`config.mk`:
```
export PLATFORM = sky130hd
export DESIGN_NAME = ppu_out_packer_flat
export DESIGN_NICKNAME = d
export VERILOG_FILES = /design/src/rtl/ppu_out_packer_if.sv /design/src/rtl/ppu_out_packer.sv /design/src/flat_wrapper.sv
export SDC_FILE = /design/constraint.sdc
export NUM_CORES = 1
export LEC_CHECK = 0
export CAP_MARGIN = 20
export CORE_ASPECT_RATIO = 0.75
export CORE_MARGIN = 10
export CORE_UTILIZATION = 40
export CTS_BUF_LIST = sky130_fd_sc_hd__clkbuf_4 sky130_fd_sc_hd__clkbuf_8
export DETAILED_ROUTE_END_ITERATION = 10
export PLACE_DENSITY = 0.63
export SLEW_MARGIN = 20
export SYNTH_ARGS = -nofsm -noshare
export SYNTH_HDL_FRONTEND = slang
export SYNTH_SLANG_ARGS = --single-unit
```
`constraint.sdc`:
```
create_clock -name clk -period 5.4 [get_ports clk]
set_input_delay 1.08 -clock clk [delete_from_list [all_inputs] [get_ports clk]]
set_output_delay 1.08 -clock clk [all_outputs]
set_load 0.05 [all_outputs]
```
`src/rtl/ppu_out_packer_if.sv`:
```
// Bundle between the PPU/GLB environment and the output packer: control, byte stream and GLB write port.
// master is the packer side; slave is the surrounding PPU/GLB/controller side.
interface ppu_out_packer_if #(
    parameter int ADDR_BITS = 12
);
    logic                 start;
    logic [ADDR_BITS-1:0] base_addr;
    logic [15:0]          total_bytes;
    logic                 in_valid;
    logic [7:0]           in_data;
    logic                 glb_we;
    logic [ADDR_BITS-1:0] glb_addr;
    logic [31:0]          glb_wdata;
    logic [3:0]           glb_wstrb;
    logic                 glb_ready;
    logic                 busy;
    logic                 done;
    logic                 overflow;

    modport master (
        input  start, base_addr, total_bytes, in_valid, in_data, glb_ready,
        output glb_we, glb_addr, glb_wdata, glb_wstrb, busy, done, overflow
    );

    modport slave (
        output start, base_addr, total_bytes, in_valid, in_data, glb_ready,
        input  glb_we, glb_addr, glb_wdata, glb_wstrb, busy, done, overflow
    );
endinterface

```
`src/rtl/ppu_out_packer.sv`:
```
// Packs the PPU int8 stream into 32-bit GLB words, buffers them in a small FIFO
// against GLB stalls, and pulses done once the tile's last word is written.
module ppu_out_packer #(
    parameter int ADDR_BITS  = 12,
    parameter int FIFO_DEPTH = 4
) (
    input logic              clk,
    input logic              rst,
    ppu_out_packer_if.master bus
);
    localparam int PTR_BITS = $clog2(FIFO_DEPTH);
    localparam logic [PTR_BITS:0]    CNT_ONE  = (PTR_BITS + 1)'(1);
    localparam logic [PTR_BITS:0]    CNT_FULL = (PTR_BITS + 1)'(FIFO_DEPTH);
    localparam logic [PTR_BITS-1:0]  PTR_ONE  = PTR_BITS'(1);
    localparam logic [ADDR_BITS-1:0] ADDR_ONE = ADDR_BITS'(1);

    typedef enum logic [1:0] {IDLE, RUN, DRAIN} state_t;

    state_t state_reg, state_next;
    logic   done_reg, done_next;

    logic [1:0]           lane_reg;
    logic [15:0]          byte_cnt_reg;
    logic [15:0]          total_reg;
    logic [ADDR_BITS-1:0] push_addr_reg;
    logic                 overflow_reg;

    logic [31:0]          data_mem [FIFO_DEPTH];
    logic [3:0]           strb_mem [FIFO_DEPTH];
    logic [ADDR_BITS-1:0] addr_mem [FIFO_DEPTH];
    logic [PTR_BITS-1:0]  rd_ptr_reg, wr_ptr_reg;
    logic [PTR_BITS:0]    count_reg;

    logic        start_ok, accept, last_byte, push, pop, push_ok, drop;
    logic        fifo_empty, fifo_full;
    logic [31:0] push_word;
    logic [3:0]  push_strb;

    assign start_ok   = (state_reg == IDLE) && bus.start;
    assign accept     = (state_reg == RUN) && bus.in_valid;
    assign last_byte  = accept && ((byte_cnt_reg + 16'd1) == total_reg);
    assign push       = accept && ((lane_reg == 2'd3) || last_byte);
    assign fifo_empty = (count_reg == '0);
    assign fifo_full  = (count_reg == CNT_FULL);
    assign pop        = !fifo_empty && bus.glb_ready;
    // A full FIFO still accepts a push when the head leaves in the same cycle.
    assign push_ok    = push && (!fifo_full || pop);
    assign drop       = push && fifo_full && !pop;
    assign push_strb  = 4'hF >> (2'd3 - lane_reg);

    genvar gi;
    generate
        for (gi = 0; gi < 4; gi++) begin : g_lane
            logic [7:0] byte_reg;

            assign push_word[8*gi +: 8] = (lane_reg == 2'(gi)) ? bus.in_data : byte_reg;

            always_ff @(posedge clk) begin
                if (rst || start_ok || push) begin
                    byte_reg <= '0;
                end else if (accept && (lane_reg == 2'(gi))) begin
                    byte_reg <= bus.in_data;
                end
            end
        end
    endgenerate

    always_ff @(posedge clk) begin
        if (rst) begin
            state_reg <= IDLE;
            done_reg  <= 1'b0;
        end else begin
            state_reg <= state_next;
            done_reg  <= done_next;
        end
    end

    // Leave DRAIN on the edge that pops the last word so done and the fall of busy coincide.
    always_comb begin
        state_next = state_reg;
        done_next  = 1'b0;
        case (state_reg)
            IDLE: begin
                if (bus.start) begin
                    if (bus.total_bytes != 16'd0) begin
                        state_next = RUN;
                    end else begin
                        done_next = 1'b1;
                    end
                end
            end
            RUN: begin
                if (last_byte) begin
                    state_next = DRAIN;
                end
            end
            DRAIN: begin
                if (fifo_empty || ((count_reg == CNT_ONE) && pop)) begin
                    state_next = IDLE;
                    done_next  = 1'b1;
                end
            end
            default: state_next = IDLE;
        endcase
    end

    always_ff @(posedge clk) begin
        if (rst) begin
            lane_reg      <= '0;
            byte_cnt_reg  <= '0;
            total_reg     <= '0;
            push_addr_reg <= '0;
            overflow_reg  <= 1'b0;
        end else begin
            if (start_ok) begin
                lane_reg      <= '0;
                byte_cnt_reg  <= '0;
                total_reg     <= bus.total_bytes;
                push_addr_reg <= bus.base_addr;
                overflow_reg  <= 1'b0;
            end else if (accept) begin
                byte_cnt_reg <= byte_cnt_reg + 16'd1;
                lane_reg     <= push ? 2'd0 : lane_reg + 2'd1;
                // Dropped words still consume an address.
                if (push) begin
                    push_addr_reg <= push_addr_reg + ADDR_ONE;
                end
            end
            if (drop) begin
                overflow_reg <= 1'b1;
            end
        end
    end

    always_ff @(posedge clk) begin
        if (push_ok) begin
            data_mem[wr_ptr_reg] <= push_word;
            strb_mem[wr_ptr_reg] <= push_strb;
            addr_mem[wr_ptr_reg] <= push_addr_reg;
        end
    end

    always_ff @(posedge clk) begin
        if (rst) begin
            rd_ptr_reg <= '0;
            wr_ptr_reg <= '0;
            count_reg  <= '0;
        end else begin
            if (push_ok) begin
                wr_ptr_reg <= wr_ptr_reg + PTR_ONE;
            end
            if (pop) begin
                rd_ptr_reg <= rd_ptr_reg + PTR_ONE;
            end
            case ({push_ok, pop})
                2'b10:   count_reg <= count_reg + CNT_ONE;
                2'b01:   count_reg <= count_reg - CNT_ONE;
                default: count_reg <= count_reg;
            endcase
        end
    end

    assign bus.glb_we    = !fifo_empty;
    assign bus.glb_wdata = fifo_empty ? 32'd0 : data_mem[rd_ptr_reg];
    assign bus.glb_wstrb = fifo_empty ? 4'd0 : strb_mem[rd_ptr_reg];
    assign bus.glb_addr  = fifo_empty ? push_addr_reg : addr_mem[rd_ptr_reg];
    assign bus.busy      = (state_reg != IDLE);
    assign bus.done      = done_reg;
    assign bus.overflow  = overflow_reg;
endmodule

```
`src/flat_wrapper.sv`:
```
// flat-port wrapper written by rule: the top's interface ports become plain ports
module ppu_out_packer_flat 
#(
    parameter int ADDR_BITS  = 12,
    parameter int FIFO_DEPTH = 4
)
  (clk, rst, bus_start, bus_base_addr, bus_total_bytes, bus_in_valid, bus_in_data, bus_glb_ready, bus_glb_we, bus_glb_addr, bus_glb_wdata, bus_glb_wstrb, bus_busy, bus_done, bus_overflow);
  ppu_out_packer_if #(.ADDR_BITS(ADDR_BITS)) bus_i ();
  input logic clk;
  input logic rst;
  input wire logic [$bits(bus_i.start)-1:0] bus_start;
  input wire logic [$bits(bus_i.base_addr)-1:0] bus_base_addr;
  input wire logic [$bits(bus_i.total_bytes)-1:0] bus_total_bytes;
  input wire logic [$bits(bus_i.in_valid)-1:0] bus_in_valid;
  input wire logic [$bits(bus_i.in_data)-1:0] bus_in_data;
  input wire logic [$bits(bus_i.glb_ready)-1:0] bus_glb_ready;
  output wire logic [$bits(bus_i.glb_we)-1:0] bus_glb_we;
  output wire logic [$bits(bus_i.glb_addr)-1:0] bus_glb_addr;
  output wire logic [$bits(bus_i.glb_wdata)-1:0] bus_glb_wdata;
  output wire logic [$bits(bus_i.glb_wstrb)-1:0] bus_glb_wstrb;
  output wire logic [$bits(bus_i.busy)-1:0] bus_busy;
  output wire logic [$bits(bus_i.done)-1:0] bus_done;
  output wire logic [$bits(bus_i.overflow)-1:0] bus_overflow;
  assign bus_i.start = bus_start;
  assign bus_i.base_addr = bus_base_addr;
  assign bus_i.total_bytes = bus_total_bytes;
  assign bus_i.in_valid = bus_in_valid;
  assign bus_i.in_data = bus_in_data;
  assign bus_i.glb_ready = bus_glb_ready;
  assign bus_glb_we = bus_i.glb_we;
  assign bus_glb_addr = bus_i.glb_addr;
  assign bus_glb_wdata = bus_i.glb_wdata;
  assign bus_glb_wstrb = bus_i.glb_wstrb;
  assign bus_busy = bus_i.busy;
  assign bus_done = bus_i.done;
  assign bus_overflow = bus_i.overflow;
  ppu_out_packer #(.ADDR_BITS(ADDR_BITS), .FIFO_DEPTH(FIFO_DEPTH)) u_core (.clk(clk), .rst(rst), .bus(bus_i));
endmodule
```
==> flow_summary.toml <==
[power_and_ir_drop]
p_leak_nw = 4.64
power_frac_seq_pct = 44.9
p_clk_share_pct = 32.7
p_sw_mw = 1.62
p_sw_share_pct = 30.3
powerDensity_mw_per_mm2 = 381
vdd_drop_max_v = 0.000250
internal-power_mw = 3.73
comb_power_share_pct = 22.4

[timing]
final-setup-viol-count = 0
rsz0062_at_grt = "no"
worst_pin_slew_ps = 990
clock_skew_ps = 12.2
slew_violations = 0
period_minus_slack_ps = 4340
worst_slack_ps = 1060
max_freq_ghz = 0.231
hold_viol = 0
period_share_pct = 80.3
fin_tns_setup_ps = 0
slew_headroom_pct = 34.0

[synth]
synth.yosys.warnings = 0
synth.avg_cell_area_um2 = 13.6
seq_area_frac_synth_pct = 63.0
ys_ff_latch = 279
yosys-top-cells-area = "edfxtp_1, dfxtp_1, mux4_2"
async_reset_ff_share_pct = 0
syn_area_mm2 = 0.0118
yosysTopAreaCell = "edfxtp_1"
synth_nets = 927
synth-edff-count = 188
synth_cell_types = 57
synthCells = 870
yosys.area.top_type_share_pct = 47.6
yosys_most_used_dff = "edfxtp_1"

[setup_path]
required_ps = 4320
crit_fanout = 47
rr_startpoint = "u_core.byte_cnt_reg[0]"
critPathLaunchType = "flip-flop"
cp.arrival_ps = 3260
crit_path_end_kind = "output port"
reg2reg_to = "u_core.count_reg[2]"
critPathKind = "flip-flop to output port"
rrSetupSlack_ps = 1200
worst_r2r_path_depth = 11

[floorplan]
placeableCoreArea_mm2 = 0.0291
start_util_pct = 40.7
rows = 54
fp.dieW_um = 219
dieHeight_um = 169
design.portCount = 93
die-area_mm2 = 0.0370

[hold_path]
holdPathEnd = "u_core.g_lane[1].byte_reg[0]"
worstHoldPathCells = 2
hold_class = "flip-flop to flip-flop"
holdCritStartpoint = "u_core.g_lane[1].byte_reg[0]"

[place]
pre_cts_ws_ps = 767
dp_hpwl_mm = 17.6
finalWeightedCongestion = 0.868
numPortBuffers = 92

[flow_run]
maxCapViolations = 0

[detailed_routing]
drc = 0
vias = 7248
ant_nets = 0
wl_mm = 26.6
drt_iter0_markers = 476
wl_per_cell_um = 19.1
dr.pass1.iters = 4
drt-vias-per-instance = 5.19

[final_layout]
fill_cells = 2535
areaGrowthSynthToFinish_pct = 18.6
layout-drive-gt1-share_pct = 18.8
largest_register_ffs = 128
num_antenna_cells = 0
nNetsFinal = 1029

[global_route]
use_met3_pct = 3.19
use_met2_pct = 20.6
grt_pass1_vias = 7318
gr-usage-all-layers_pct = 14.4
overflow = 0
grt_pass1_wl_mm = 41.9
grt_antenna_before_repair = 0
grt_max_degree = 53
met1_usage_pct = 21.0
grt.busiest_layer = "met1"

[clock_network]
cts_buffers = 45
clock-sinks = 279
clkTransAtPathRegs_ps = 60
root_buffer = "clkbuf_8"
ctsResizeCount = 0
postCtsHoldBufs = 0
clockBufferDepth = 3
post-cts-setup-buffer-count = 0
cts_tree = "built"
clock_latency_ps = 550
cts_max_level = 2

[status]
status = "finished clean"
==> cells by family after synthesis <==
logic type | count (synthesis) | synth area share [%]
AO/OA/AOI/OAI | 98 | 5.23
multiplexers | 93 | 13.3
XOR/XNOR | 42 | 3.10
buffers and inverters | 69 | 2.44
adder cells (fa/ha/maj) | 16 | 1.69
flip-flops | 279 | 63.0
AND/OR/NAND/NOR | 273 | 11.2
==> synth_stat cells (all sizes together), types with 5 or more instances <==
library cell	count
a211oi	10
a21oi	56
and2	49
and3	5
buf	23
clkbuf	29
dfxtp	91
edfxtp	188
ha	16
inv	17
mux2	43
mux4	47
nand2	106
nand2b	5
nand3	14
nand4	7
nor2	46
nor3	8
nor4	14
o21ai	11
or3	6
xnor2	29
xor2	13
==> per-stage QoR <==
| step | hold WS, ps | utilization [%] | instance area, µm² | power (mW) | cells |
|---|---|---|---|---|---|
| floorplan | 426 | - | 11800 | 3.27 | 870 |
| global placement | 439 | 45.3 | 13200 | 3.66 | 1317 |
| detailed placement | 441 | 45.3 | 13200 | 3.67 | 1317 |
| CTS | 452 | 48.2 | 14000 | 5.43 | 1397 |
| global route | 468 | 48.3 | 14100 | 5.59 | 1397 |
| finish | 451 | 48.3 | 14100 | 5.35 | 1397 |
==> power groups by stage <==
stage	Sequential, mW	Clock, mW	Combinational, mW
floorplan	2.37	0	0.898
global placement	2.45	0	1.21
detailed placement	2.45	0	1.21
CTS	2.41	1.80	1.22
global route	2.42	1.90	1.27
finish	2.40	1.75	1.20
==> worst max-delay path, stage by stage (launching register included) <==
cell and delay [ps]:
dfxtp_4 990, mux4_2 600, nand2_1 80, o21ai_0 230, clkdlybuf4s50_1 790
==> layer usage <==
layer,routed length [µm],share of wire (%),vias to the layer above
li1,-,-,3414
met1,12800,48,3600
met2,11600,43,189
met3,1680,6.3,45
met4,583,2.2,0
met5,0,0,-
==> placed cells by master (no fill, tap or decap), types with 4 or more instances in the layout <==
master	n
and2_1	48
clkbuf_4	14
nor3_1	8
a211oi_1	10
clkbuf_8	46
nand2_1	106
mux2_2	43
ha_1	16
xor2_1	13
nand2b_1	4
nand3_1	13
clkinv_2	4
and3_1	5
a21oi_1	51
a21oi_2	5
clkinv_1	12
inv_1	17
xnor2_1	29
nor2_4	4
or3_1	6
o21ai_0	11
nand4_1	7
clkdlybuf4s50_1	92
dfxtp_1	89
buf_4	15
edfxtp_1	188
nor2_1	42
mux4_2	47
nor4_1	14
==> cell type report <==
type / instances / area [µm²] / share of cell area [%]
clock inverter: 20 / 125 / 0.890
timing repair buffer: 107 / 1030 / 7.35
multi-input combinational: 522 / 4130 / 29.4
inverter: 17 / 63.8 / 0.454
clock buffer: 60 / 738 / 5.25
sequential: 279 / 7470 / 53.2
tap: 392 / 490 / 3.49
==> how the worst max path moves through the flow <==
stage / slack (ps) / start / endpoint
after floorplan: 210 / bus_in_valid / u_core.addr_mem[0][0]
final: 1060 / flip-flop / bus_glb_addr[5]
after detailed placement: 770 / bus_in_valid / u_core.count_reg[2]
after global routing: 820 / flip-flop / bus_glb_addr[5]
after CTS: 820 / u_core.count_reg[0] / bus_glb_addr[5]
after global placement: 860 / bus_in_valid / u_core.count_reg[2]
Note: power is estimated with default switching activity, not from simulation.
